File: config.mk
export PLATFORM = sky130hd
export DESIGN_NAME = fetcher
export DESIGN_NICKNAME = d
export VERILOG_FILES = /design/src/rtl/minigpu_pkg.sv /design/src/rtl/fetch_line_buf.sv /design/src/rtl/fetcher.sv
export SDC_FILE = /design/constraint.sdc
export NUM_CORES = 1
export LEC_CHECK = 0
export BUFFER_PORTS_ARGS = -buffer_cell sky130_fd_sc_hd__buf_2
export CAP_MARGIN = 20
export CORE_MARGIN = 2
export CORE_UTILIZATION = 25
export CTS_BUF_LIST = sky130_fd_sc_hd__clkbuf_8
export CTS_CLUSTER_DIAMETER = 60
export DETAILED_ROUTE_END_ITERATION = 8
export HOLD_SLACK_MARGIN = 0.12
export PLACE_DENSITY = 0.47
export SYNTH_ARGS = -nofsm -noshare
export SYNTH_HDL_FRONTEND = slang
export SYNTH_SLANG_ARGS = --single-unit
File: constraint.sdc
create_clock -name clk -period 1.8 [get_ports clk]
set_input_delay 0.45 -clock clk [delete_from_list [all_inputs] [get_ports clk]]
set_output_delay 0.45 -clock clk [all_outputs]
set_load 0.1 [all_outputs]
File: src/rtl/minigpu_pkg.sv
// Shared compute-unit encodings and default widths for the scheduler and fetcher.
// No logic; constants only.
// No handshake; consumers apply their own flow control.
package minigpu_pkg;

    localparam int PC_ADDR_WIDTH_DEF = 8;
    localparam int INSTR_WIDTH_DEF   = 16;

    // Scheduler (cu_state) encodings
    localparam logic [3:0] CU_IDLE   = 4'd0;
    localparam logic [3:0] CU_FETCH  = 4'd1;
    localparam logic [3:0] CU_DECODE = 4'd2;
    localparam logic [3:0] CU_DONE   = 4'd7;

    // Fetcher progress encodings, polled by the scheduler
    localparam logic [1:0] FT_IDLE = 2'd0;
    localparam logic [1:0] FT_REQ  = 2'd1;
    localparam logic [1:0] FT_WAIT = 2'd2;
    localparam logic [1:0] FT_DONE = 2'd3;

endpackage

File: src/rtl/fetch_line_buf.sv
// Single-entry tag/data buffer holding the last instruction fetched from memory.
// Fill visible one cycle after the fill strobe; lookup hit is combinational.
// No backpressure; fill and clear are accepted every cycle, clear wins.
`ifdef FETCH_CACHE_EN
module fetch_line_buf
    import minigpu_pkg::*;
#(
    parameter int TAG_W = PC_ADDR_WIDTH_DEF,
    parameter int DAT_W = INSTR_WIDTH_DEF
) (
    input  logic             clk,
    input  logic             reset,
    input  logic             clear_i,
    input  logic             fill_vld_i,
    input  logic [TAG_W-1:0] fill_tag_i,
    input  logic [DAT_W-1:0] fill_dat_i,
    input  logic [TAG_W-1:0] lookup_tag_i,
    output logic             hit_o,
    output logic [DAT_W-1:0] dat_o
);

    logic             buf_valid_q, buf_valid_d;
    logic [TAG_W-1:0] tag_q, tag_d;
    logic [DAT_W-1:0] dat_q, dat_d;

    always_comb begin
        buf_valid_d = buf_valid_q;
        tag_d       = tag_q;
        dat_d       = dat_q;
        if (fill_vld_i) begin
            buf_valid_d = 1'b1;
            tag_d       = fill_tag_i;
            dat_d       = fill_dat_i;
        end
        if (clear_i) begin
            buf_valid_d = 1'b0;
        end
    end

    always_ff @(posedge clk or negedge reset) begin
        if (!reset) begin
            buf_valid_q <= 1'b0;
            tag_q       <= '0;
            dat_q       <= '0;
        end else begin
            buf_valid_q <= buf_valid_d;
            tag_q       <= tag_d;
            dat_q       <= dat_d;
        end
    end

    assign hit_o = buf_valid_q && (tag_q == lookup_tag_i);
    assign dat_o = dat_q;

endmodule
`endif

File: src/rtl/fetcher.sv
// Instruction fetch stage: reads curr_pc from program memory on scheduler FETCH (FETCH_CACHE_EN adds a one-entry buffer).
// Latency: FT_DONE two edges after FETCH with zero-wait memory (one edge on a buffer hit).
// Backpressure: holds valid/addr until mem_read_ready, unbounded; cu_state==IDLE aborts.
module fetcher
    import minigpu_pkg::*;
#(
    parameter int PC_ADDR_WIDTH = PC_ADDR_WIDTH_DEF,
    parameter int INSTR_WIDTH   = INSTR_WIDTH_DEF
) (
    input  logic                     clk,
    input  logic                     reset,
    input  logic [3:0]               cu_state,
    input  logic [PC_ADDR_WIDTH-1:0] curr_pc,
    output logic                     mem_read_valid,
    output logic [PC_ADDR_WIDTH-1:0] mem_read_addr,
    input  logic                     mem_read_ready,
    input  logic [INSTR_WIDTH-1:0]   mem_read_data,
    output logic [1:0]               fetch_state,
    output logic [INSTR_WIDTH-1:0]   instruction
);

    logic [1:0]               state_q, state_d;
    logic                     valid_q, valid_d;
    logic [PC_ADDR_WIDTH-1:0] addr_q, addr_d;
    logic [INSTR_WIDTH-1:0]   instr_q, instr_d;
    logic                     capture;
    logic                     buf_hit;
    logic [INSTR_WIDTH-1:0]   buf_dat;

    // Ready only counts while a request is outstanding and not being aborted
    assign capture = ((state_q == FT_REQ) || (state_q == FT_WAIT))
                     && mem_read_ready && (cu_state != CU_IDLE);

`ifdef FETCH_CACHE_EN
    fetch_line_buf #(
        .TAG_W (PC_ADDR_WIDTH),
        .DAT_W (INSTR_WIDTH)
    ) u_line_buf (
        .clk          (clk),
        .reset        (reset),
        .clear_i      (cu_state == CU_DONE),
        .fill_vld_i   (capture),
        .fill_tag_i   (addr_q),
        .fill_dat_i   (mem_read_data),
        .lookup_tag_i (curr_pc),
        .hit_o        (buf_hit),
        .dat_o        (buf_dat)
    );
`else
    assign buf_hit = 1'b0;
    assign buf_dat = '0;
`endif

    always_comb begin
        state_d = state_q;
        valid_d = valid_q;
        addr_d  = addr_q;
        instr_d = instr_q;
        if (cu_state == CU_IDLE) begin
            state_d = FT_IDLE;
            valid_d = 1'b0;
        end else begin
            case (state_q)
                FT_IDLE: begin
                    if (cu_state == CU_FETCH) begin
                        if (buf_hit) begin
                            instr_d = buf_dat;
                            state_d = FT_DONE;
                        end else begin
                            addr_d  = curr_pc;
                            valid_d = 1'b1;
                            state_d = FT_REQ;
                        end
                    end
                end
                FT_REQ, FT_WAIT: begin
                    if (capture) begin
                        instr_d = mem_read_data;
                        valid_d = 1'b0;
                        state_d = FT_DONE;
                    end else begin
                        state_d = FT_WAIT;
                    end
                end
                FT_DONE: begin
                    if (cu_state == CU_DECODE) begin
                        state_d = FT_IDLE;
                    end
                end
                default: begin
                    state_d = FT_IDLE;
                    valid_d = 1'b0;
                end
            endcase
        end
    end

    always_ff @(posedge clk or negedge reset) begin
        if (!reset) begin
            state_q <= FT_IDLE;
            valid_q <= 1'b0;
            addr_q  <= '0;
            instr_q <= '0;
        end else begin
            state_q <= state_d;
            valid_q <= valid_d;
            addr_q  <= addr_d;
            instr_q <= instr_d;
        end
    end

    assign fetch_state    = state_q;
    assign mem_read_valid = valid_q;
    assign mem_read_addr  = addr_q;
    assign instruction    = instr_q;

endmodule

==> results.json <==
{
  "path_cells": "buf_2",
  "yosys_most_used_dff": "dfrtp_1",
  "critical_path_class": "register to output port",
  "cp.required_ps": 1350,
  "ys.warnings.count": 0,
  "die_w_um": 72.74,
  "reg2reg_to": "mem_read_addr[4]",
  "htree_levels": 1,
  "wire_per_inst_um": 12.47,
  "ys_types": 21,
  "dr.pass1.iters": 4,
  "hold_class": "input pin to async pin",
  "fin_crit_sh_pct": 88.52,
  "fill_cells": 478,
  "final_hold_viol_count": 0,
  "ctsResizeCount": 0,
  "initial_core_util_pct": 25.51,
  "synth_edf_count": 0,
  "area_delta_synth_final_pct": 37.61,
  "crit_buf_inv": 1,
  "dpl_cell_area_um2": 1536,
  "rows": 25,
  "ys_ff_latch": 27,
  "drc": 0,
  "clkLatencyLatePin_ps": 270,
  "syn_nets": 108,
  "viasPerCell": 4.337,
  "grt_max_degree": 28,
  "io_buffers": 57,
  "cts_tree": "yes",
  "grt_pass1_wl_um": 3788,
  "worstPathArrival_ps": 1140,
  "cp_max_fo": 3,
  "startpoint": "fetch_state[1]",
  "worst_slew_pin_slew_ps": 602.5,
  "clk_pin_slew_ps": 100,
  "start_kind": "register",
  "cp.depth": 1,
  "max_slew_margin_pct": 59.83,
  "die-area_um2": 5290,
  "multi_input_area_um2": 490.5,
  "overflow": 0,
  "setup_tns_ps": 0,
  "vias": 824,
  "finalSetupViolCount": 0,
  "clk_path_buf_depth": 2,
  "cts.sinks": 27,
  "async_flop_share_pct": 100.0,
  "r2r_cells": 4,
  "antenna_found_initial": 0,
  "grt_pass1_vias": 835,
  "reg2reg_slack_ps": 210,
  "core_area_um2": 4629,
  "fin_worst_skew_ps": 4.036,
  "hpwlAfterDp_um": 1826,
  "reg2reg_from": "fetch_state[1]",
  "antenna_cells": 0,
  "syn_area_um2": 1181,
  "final_area_um2": 1625,
  "yosysSeqAreaShare_pct": 57.20,
  "gp_congestion": 0.8123,
  "critPathTopFamily": "flip-flops",
  "cp_slowest_stage_delay_ps": 450,
  "die_y_um": 72.74,
  "cts_made_buffers": 3,
  "antenna_left": 0,
  "status": "completed",
  "max_cap_viol_count": 0,
  "drive_gt1_share_pct": 72.79,
  "synth_cells": 75,
  "track_usage_pct": 9.170,
  "fmax_mhz": 627.6,
  "nets": 170,
  "rsz0062_at_grt": "no",
  "boundaryPins": 58,
  "critPathSlowestCell": "dfrtp_4",
  "first_iter_violations": 42,
  "syn_avg_cell_area_um2": 15.75,
  "regArea_um2": 683.2,
  "wl_um": 2370,
  "cp-end-kind": "output port",
  "period_minus_slack_ps": 1593,
  "root_buffer": "clkbuf_8",
  "drv_slew": 0
}
-- layout by cell type (no fill, tap or decap) --
| cell | netlist | layout |
|---|---|---|
| buf_2 | 0 | 57 |
| dfrtp_1 | 27 | 25 |
| mux2_2 | 15 | 15 |
| mux2_4 | 10 | 10 |
| clkbuf_8 | 0 | 3 |
| nand2_1 | 3 | 2 |
| a21oi_1 | 2 | 2 |
| dfrtp_4 | 0 | 2 |
| buf_12 | 1 | 2 |
| inv_2 | 0 | 1 |
| inv_4 | 0 | 1 |
| or4_2 | 1 | 1 |
| a22oi_1 | 1 | 1 |
| o22ai_1 | 1 | 1 |
| mux2i_1 | 1 | 1 |
| nor3_1 | 1 | 1 |
| a21bo_2 | 1 | 1 |
| nand2_4 | 0 | 1 |
| o21ai_0 | 1 | 1 |
| a211oi_1 | 1 | 1 |
| and3_1 | 1 | 1 |
| nor4_4 | 1 | 1 |
| nor2_4 | 1 | 1 |
| or2_2 | 1 | 1 |
| ha_4 | 0 | 1 |
| ha_1 | 2 | 1 |
| clkinvlp_4 | 0 | 1 |
-- metrics by stage --
step | utilization (%) | hold WS, ps | instances | worst slack [ps]
3_5_place_dp | 33.19 | 485.7 | 184 | -62.85
5_1_grt | 35.11 | 210.2 | 190 | 105.5
2_1_floorplan | - | 154.4 | 75 | -10.70
6_report | 35.11 | 172.4 | 190 | 206.6
3_3_place_gp | 33.19 | 483.5 | 184 | -4.471
4_1_cts | 35.11 | 194.3 | 190 | 183.2
-- repair_timing --
item / CTS / global route
hold buffers: 0 / 0
setup endpoints to repair: 6 / 0
setup buffers: 2 / 0
-- kinds of logic after synthesis --
family                   after synthesis  share of synthesized area, %
multiplexers                          26                         27.86
flip-flops                            27                         57.20
AND/OR/NAND/NOR                        9                         5.932
adder cells (fa/ha/maj)                2                         2.118
buffers and inverters                  4                         2.967
AO/OA/AOI/OAI                          7                         3.920
-- worst max path at each step --
stage                                   to  slack (ps)
final                       fetch_state[1]         210
after global placement    mem_read_addr[3]          -4
after floorplan            instruction[10]         -10
after detailed placement  mem_read_addr[4]         -60
after global routing      mem_read_addr[4]         110
after CTS                 mem_read_addr[4]         180
-- metal layers --
metal  vias to the layer above  GRT usage (%)  wire [µm]
met3                         2          2.348        193
met4                         0          2.469          6
met5                         -              0          0
li1                        388              -          -
met1                       398          12.38       1057
met2                        36          14.65       1112
-- synth_stat cells (all sizes together) (2+ instances only) --
master	n	share of area (%)
mux2	25	27
nand2	3	0.95
ha	2	2.1
a21oi	2	0.85
dfrtp	27	57
inv	2	0.64
buf	2	2.3
-- final cells by class --
class	instances	area share, %
clock buffers	3	2.540
clock inverters	1	0.4619
inverters	2	0.6159
multi-input cells	44	30.18
flip-flops and latches	27	42.03
well taps	54	4.157
repair buffers	59	20.02
-- sequential cells by signal, summed over array words and instances, names as in the netlist --
signal,flops
fetch_state,2
mem_read_addr,8
instruction,16
mem_read_valid,1
Power is not shown: default switching activity piles up to over one toggle a cycle in this logic, so the estimate is an artifact.
